[src/rtl/pll_clock_manager.sv]
// rtl/pll_clock_manager.sv - PLL lock supervisor, reset sequencer and fractional clock-enable generator
module pll_clock_manager #(
    parameter int unsigned                 LOCK_STABLE_CYCLES = 1024,
    parameter int unsigned                 RESET_HOLD_CYCLES  = 16,
    parameter int unsigned                 NUM_EN             = 2,
    parameter int unsigned                 ACC_WIDTH          = 16,
    parameter logic [NUM_EN*ACC_WIDTH-1:0] INCS               = {16'h8000, 16'h4000},
    parameter int unsigned                 LOSS_CNT_WIDTH     = 8
) (
    input  logic                      clock_in,
    input  logic                      resetn,
    input  logic                      pll_locked,
    output logic                      locked,
    output logic                      reset_out_n,
    output logic [NUM_EN-1:0]         clk_en,
    output logic [LOSS_CNT_WIDTH-1:0] loss_count
);
    localparam int unsigned CNT_MAX = (LOCK_STABLE_CYCLES > RESET_HOLD_CYCLES) ?
                                      LOCK_STABLE_CYCLES : RESET_HOLD_CYCLES;
    localparam int unsigned CNT_W = $clog2(CNT_MAX + 1);
    localparam logic [CNT_W-1:0] STABLE_LAST = CNT_W'(LOCK_STABLE_CYCLES - 1);
    localparam logic [CNT_W-1:0] HOLD_LAST   = CNT_W'(RESET_HOLD_CYCLES - 1);

    typedef enum logic [1:0] {S_WAIT, S_STABLE, S_HOLD, S_RUN} state_t;

    state_t           state;
    state_t           state_nx;
    logic [CNT_W-1:0] cnt;
    logic [CNT_W-1:0] cnt_nx;
    logic             lk_meta;
    logic             lk_s;
    logic             lost;

    always_ff @(posedge clock_in or negedge resetn) begin
        if (!resetn) begin
            lk_meta <= 1'b0;
            lk_s    <= 1'b0;
        end else begin
            lk_meta <= pll_locked;
            lk_s    <= lk_meta;
        end
    end

    // The WAIT->STABLE edge already counts as the first stable cycle.
    always_comb begin
        state_nx = state;
        cnt_nx   = cnt;
        lost     = 1'b0;
        case (state)
            S_WAIT: begin
                cnt_nx = '0;
                if (lk_s) begin
                    if (LOCK_STABLE_CYCLES == 1) begin
                        state_nx = S_HOLD;
                    end else begin
                        state_nx = S_STABLE;
                        cnt_nx   = CNT_W'(1);
                    end
                end
            end
            S_STABLE: begin
                if (cnt == STABLE_LAST) begin
                    state_nx = S_HOLD;
                    cnt_nx   = '0;
                end else begin
                    cnt_nx = cnt + CNT_W'(1);
                end
            end
            S_HOLD: begin
                if (cnt == HOLD_LAST) begin
                    state_nx = S_RUN;
                    cnt_nx   = '0;
                end else begin
                    cnt_nx = cnt + CNT_W'(1);
                end
            end
            S_RUN:   state_nx = S_RUN;
            default: state_nx = S_WAIT;
        endcase
        if (state != S_WAIT && !lk_s) begin
            state_nx = S_WAIT;
            cnt_nx   = '0;
            lost     = (state == S_RUN);
        end
    end

    always_ff @(posedge clock_in or negedge resetn) begin
        if (!resetn) begin
            state       <= S_WAIT;
            cnt         <= '0;
            locked      <= 1'b0;
            reset_out_n <= 1'b0;
            loss_count  <= '0;
        end else begin
            state       <= state_nx;
            cnt         <= cnt_nx;
            locked      <= (state_nx == S_HOLD) || (state_nx == S_RUN);
            reset_out_n <= (state_nx == S_RUN);
            if (lost && (loss_count != '1)) begin
                loss_count <= loss_count + LOSS_CNT_WIDTH'(1);
            end
        end
    end

    // Strobe is the carry-out of each accumulator step while running.
    for (genvar i = 0; i < NUM_EN; i++) begin : g_en
        localparam logic [ACC_WIDTH-1:0] INC = INCS[i*ACC_WIDTH +: ACC_WIDTH];
        logic [ACC_WIDTH-1:0] acc;
        logic [ACC_WIDTH:0]   sum;
        logic                 strobe;

        assign sum       = {1'b0, acc} + {1'b0, INC};
        assign clk_en[i] = strobe;

        always_ff @(posedge clock_in or negedge resetn) begin
            if (!resetn) begin
                acc    <= '0;
                strobe <= 1'b0;
            end else if (state_nx == S_RUN) begin
                acc    <= sum[ACC_WIDTH-1:0];
                strobe <= sum[ACC_WIDTH];
            end else begin
                acc    <= '0;
                strobe <= 1'b0;
            end
        end
    end
endmodule

[config.mk]
export PLATFORM = sky130hd
export DESIGN_NAME = pll_clock_manager
export DESIGN_NICKNAME = d
export VERILOG_FILES = /design/src/rtl/pll_clock_manager.sv
export SDC_FILE = /design/constraint.sdc
export NUM_CORES = 1
export LEC_CHECK = 0
export ABC_AREA = 1
export CAP_MARGIN = 20
export CELL_PAD_IN_SITES_DETAIL_PLACEMENT = 1
export CELL_PAD_IN_SITES_GLOBAL_PLACEMENT = 2
export CORE_MARGIN = 1.5
export CORE_UTILIZATION = 30
export DETAILED_ROUTE_END_ITERATION = 10
export GPL_TIMING_DRIVEN = 0
export PLACE_DENSITY = 0.68
export SLEW_MARGIN = 40
export SYNTH_ARGS = -nofsm -noshare
export SYNTH_HDL_FRONTEND = slang
export SYNTH_SLANG_ARGS = --single-unit
export TNS_END_PERCENT = 20
[constraint.sdc]
create_clock -name clock_in -period 1.7 [get_ports clock_in]
set_clock_uncertainty 0.1 [all_clocks]
set_input_delay 0.17 -clock clock_in [delete_from_list [all_inputs] [get_ports clock_in]]
set_output_delay 0.17 -clock clock_in [all_outputs]
set_load 0.1 [all_outputs]
== Word-level counts from Yosys, hierarchy flattened ==
Cells that the tools add are included.

* Register bits after elaboration: 59
* Input bits: 3
* Logic and storage cells: 45

* Multiplexer cells: 15
* Add/sub/neg operators: 4
* Reductions and logical operators: 7
* Equal/unequal tests: 8

{| class="wikitable"
|+ Operator list
! operator !! number
|-
| 11-bit two-way mux || 3
|-
| 11-bit one-hot mux with 3 select lines || 1
|-
| 16-bit two-way mux || 2
|-
| 16-bit by 15-bit adder with 17-bit output (second input constant) || 1
|-
| 16-bit by 16-bit adder with 17-bit output (second input constant) || 1
|-
| 11-bit by 1-bit adder with 11-bit output (second input constant) || 1
|-
| 11-bit by 10-bit equality test with 1-bit output (second input constant) || 1
|-
| 11-bit by 4-bit equality test with 1-bit output (second input constant) || 1
|-
| 8-bit by 1-bit adder with 8-bit output (second input constant) || 1
|-
| 2-bit equality test (second input constant) || 4
|-
| 2-bit two-way mux || 4
|-
| 8-bit != test (second input constant) || 1
|-
| 2-bit one-hot mux with 4 select lines || 1
|-
| 1-bit two-way mux || 4
|-
| 4-bit nonzero test || 1
|-
| 2-bit by 1-bit equality test with 1-bit output (second input constant) || 1
|-
| 1-bit logical AND || 2
|-
| 2-bit zero test || 1
|-
| 2-bit nonzero test || 1
|-
| 1-bit zero test || 1
|-
| 1-bit logical OR || 1
|}

== Depth between registers and ports, before layout ==
* Depth in word-level cells: 6
* Mapped depth: 11
* Depth with buffers taken out: 11

== Worst setup path after synthesis ==
OpenSTA, ideal clock, no wires.

* Path kind: register -> register
* Start: reg loss_count[3]
* End: reg loss_count[6]
* Clock period less this slack: 2.166 ns
* Cell stages (with the launch flop): 6
* Path buffers: 0
* Setup time: 0.126 ns
* Path slack: -0.466 ns
* Data required time: 1.474 ns
* Data arrival time: 1.940 ns
* Cells stage by stage: dfrtp_1 nand2_1 nor2_1 nand4_1 nand3_1 mux2_2

* Word-level cells in the longest chain between the ends: 2
* Elaborated cells between the ends (all ways): 3
* Classes of those cells: add/sub: 1; eq/ne: 1; reduce/logical: 1

{| class="wikitable"
|+ Ends and longest elaborated chain
! element !! line !! source
|-
| start, declared || 16 || <nowiki>output logic [LOSS_CNT_WIDTH-1:0] loss_count</nowiki>
|-
| start signal, assigned || 100 || <nowiki>loss_count <= loss_count + LOSS_CNT_WIDTH'(1);</nowiki>
|-
| parallel branches: the longest is 2 deep, another holds 8-bit by 1-bit adder with 8-bit output || n/a ||
|}

Several ways; the timed one is not identified.
A chain may end at the register's enable or synchronous reset.

== Worst setup path after layout ==
* Start: reg state[0]
* End: reg cnt[7]

* Word-level cells in the longest chain between the ends: 3
* Elaborated cells between the ends (all ways): 8
* Classes of those cells: eq/ne: 2; mux: 2; reduce/logical: 4

{| class="wikitable"
|+ Ends and longest elaborated chain
! element !! line !! source
|-
| start, declared || 26 || <nowiki>state_t state;</nowiki>
|-
| start signal, assigned || 95 || <nowiki>state <= state_nx;</nowiki>
|-
| 2-bit equality test, or another cell as far along || 49 || <nowiki>case (state)</nowiki>
|-
| 11-bit one-hot mux with 3 select lines or 1-bit logical AND (tied branches) || 49, 80 ||
|-
| 11-bit two-way mux or 4-bit nonzero test (tied branches) || n/a ||
|-
| end signal, assigned || 96 || <nowiki>cnt <= cnt_nx;</nowiki>
|-
| end, declared || 28 || <nowiki>logic [CNT_W-1:0] cnt;</nowiki>
|}

Parallel ways exist; a longest one is shown, timed or not.

==> run summary <==
status: complete, no violations
Crit Path Class: register to register
Hold Fails Final Rpt: 0
clk buf depth: 2
Tot Pwr: 3.46 mW
Tmin final: 1.63 ns
Pwr Density: 1580 nW/um2
Distinct cells, synth: 25
Synth area leaders: dfrtp_1 45%, nand2_1 7.0%, ha_1 6.0%
max-slew violation count: 0
synthesized area: 1670 um2
largest area contributor in the netlist: dfrtp_1
VDD IR max: 0.861 mV
Place WS: -0.206 ns
vias in the first global route: 1447
chip width: 77.5 um
global route overflow: 0
DIE HEIGHT: 77.5 um
antenna violations before repair: 0
H-Tree Depth: 2
Max stage delay on crit path: 0.47 ns
CP bufs+invs: 3
largest family of logic cells by synthesized area: simple AND/OR/NAND/NOR gates
R2R depth: 10
# IOs: 15
synthesized instance count: 186
routed len/inst: 13.9 um
final worst slack: 0.0714 ns
endpoint class of the critical path: register
min-delay src: pll_locked
Synth Area in Simple Gates: 29.6%
clk root buf: clkbuf_8
HPWL Detailed: 2820 um
gr usage total: 15.1%
Worst Setup Start Kind: register
CP Data Arrival Time: 1.70 ns
share of the synthesized area in the top cell type: 45.1%
GP Congestion: 0.785
adder and majority cell fraction of the synthesized area: 6.01%
Port Buffers: 14
fillers: 606
Worst Hold Slack: 0.243 ns
Worst Max-Slew Pin Slew: 0.690 ns
number of synthesized register bits: 30
slowest stage cell on the critical path: dfrtp_2
setup slack, reg-to-reg: 0.07 ns
worst hold path class: primary input to register
Worst-path clk slew: 0.07 ns
CP required: 1.77 ns
Setup Viol. Count Final: 0
period utilisation layout: 95.8%
number of detailed-route iterations in the first pass: 4
Final Util: 41.8%
ant diodes: 0
via count of the routed design: 1362
wirelength, routed: 4070 um
Post-synth EDFFs: 0
first-pass GRT wire length: 7060 um
post-DR vias/cell: 4.66
CTS sink cnt: 30
ys async rst share: 100%
layout net count: 232
1st-iter DRT viols: 35
total negative slack: 0 ns
area grow syn2layout: 31.3%
most used cell, CP: inv_4
largest net degree at the start of global routing: 31
layout cells sized above 1: 41.0%
register area: 777 um2
max-cap violations: 0
initial core utilization: 31.8%
maximum fanout along the worst path: 6
CP top delay family: simple AND/OR/NAND/NOR gates
number of remaining DRC errors: 0
synth warn: 0
area occupied by multi-input gates: 903 um2
Avg Inst Size Synth: 8.95 um2
Row Count: 26
unrepaired setup endpoints after global routing: yes
CTS tree: yes
Hold Path Sink: lk_meta
core footprint: 5240 um2
Critical R2R Launch: state[0]
Synth Area in Compound Gates: 5.03%
post-route ant nets: 0
reg-to-reg endpoint: cnt[7]
Mapped Nets: 197
Pleak: 1.02 nW
CP cell instances: inv_4, ha_4, inv_4, nand4_4, nand2_2, inv_4, nand2_4, nor2_4, a21oi_2, and2_4
WHS Path Cells: 1
max frequency: 614 MHz
sequential fraction of the synthesis area: 45.1%
Primary FF master, synth: dfrtp_1
Clock Latency Late Sink: 0.28 ns
post-synthesis xor/xnor area fraction: 5.79%
max_slew headroom: 54.0%
number of CTS-inserted buffers: 5
post-synthesis mux area share: 1.35%
DIE AREA: 6010 um2
==> cell type report <==
type                            count  share of cell area [%]
Inverter                           25                    4.63
Sequential cell                    30                    35.5
Multi-Input combinational cell    127                    41.3
Buffer                              4                    1.26
Clock inverter                      1                   0.229
Tap cell                           70                    4.00
Timing Repair Buffer               28                    9.10
Clock buffer                        7                    3.95
==> how the worst max path moves through the flow <==
stage | end | cells after the start | startpoint
3_5_place_dp | cnt[7] | 10 | state[0]
5_1_grt | g_en[1].strobe | 9 | cnt[1]
4_1_cts | cnt[7] | 9 | cnt[1]
2_1_floorplan | loss_count[7] | 6 | loss_count[0]
6_report | cnt[7] | 10 | state[0]
3_3_place_gp | loss_count[1] | 1 | resetn
==> routing by layer <==
layer | global-route usage, % | up-vias | part of all wire (%)
met5 | 0 | - | 0
met4 | 4.91 | 0 | 1.3
met3 | 3.29 | 6 | 2.6
met2 | 25.2 | 17 | 50
met1 | 19.3 | 673 | 46
li1 | - | 666 | -
==> cells in the final DEF (no fill, tap or decap), types with 2 or more instances in the layout <==
cell / synthesis / final
a21oi_1: 10 / 4
buf_2: 2 / 14
nand3_1: 9 / 7
xor2_1: 9 / 9
dfrtp_2: 0 / 3
nand3_4: 2 / 3
o21ai_1: 0 / 3
o21ai_0: 5 / 2
nand3_2: 3 / 4
nor2_2: 0 / 2
mux2_2: 2 / 2
ha_4: 0 / 2
inv_4: 0 / 3
buf_4: 2 / 14
inv_2: 3 / 3
inv_1: 22 / 19
xnor2_1: 2 / 2
a21oi_2: 0 / 6
ha_1: 8 / 5
nand2_1: 31 / 28
nand2_2: 4 / 5
nand4_1: 7 / 7
nor2_1: 22 / 18
nor3_1: 3 / 3
dfrtp_1: 30 / 21
nor2_4: 1 / 3
nor3_2: 5 / 5
nand2_4: 1 / 3
clkbuf_8: 0 / 6
dfrtp_4: 0 / 6
==> sequential cells by signal, summed over array words and instances (netlist names) <==
signal and count:
lk_s 1, g_en.acc 3, locked 1, g_en.strobe 2
cnt 11, loss_count 8, lk_meta 1, state 2
reset_out_n 1
==> worst reg2reg max path, delay by kind of cell (launching register included) <==
kind | cells | cell delay (ns)
AND/OR/NAND/NOR | 5 | 0.49
flip-flops | 1 | 0.47
adder cells (fa/ha/maj) | 1 | 0.18
AO/OA/AOI/OAI | 1 | 0.04
buffers and inverters | 3 | 0.24
==> per-stage QoR <==
stage | instance area, um2 | cells
floorplan | 1700 | 186
detailed placement | 1860 | 270
global route | 2190 | 292
global placement | 1930 | 270
CTS | 2070 | 289
finish | 2190 | 292
==> repair_timing <==
action | in CTS | in global routing
endpoints found under the setup margin | 25 | 22
hold endpoints to repair | 30 | 0
resized for setup | 8 | 29
hold buffers | 1 | 0
pin swaps | 7 | 9
setup buffers | 10 | 3
==> cells in the mapped netlist (4+ instances only) <==
cell,count
nand4_1,7
nand3_1,9
ha_1,8
a21oi_1,10
o21ai_0,5
nor3_2,5
nand2_2,4
nor2_1,22
inv_1,22
nand2_1,31
dfrtp_1,30
xor2_1,9
==> power by group <==
part / switching [mW] / internal [mW] / total, mW
combinational: 1.25 / 0.630 / 1.88
sequential: 0.122 / 0.860 / 0.983
clock: 0.268 / 0.326 / 0.594
total: 1.64 / 1.82 / 3.46
==> cells by family (layout without fill, tap and decap cells) <==
| family | Yosys count | after routing |
|---|---|---|
| adder cells (fa/ha/maj) | 8 | 8 |
| XOR/XNOR | 11 | 11 |
| flip-flops | 30 | 30 |
| buffers and inverters | 29 | 65 |
| AND/OR/NAND/NOR | 90 | 90 |
| AO/OA/AOI/OAI | 16 | 16 |
| multiplexers | 2 | 2 |
Power figures use the tool's default switching activity.
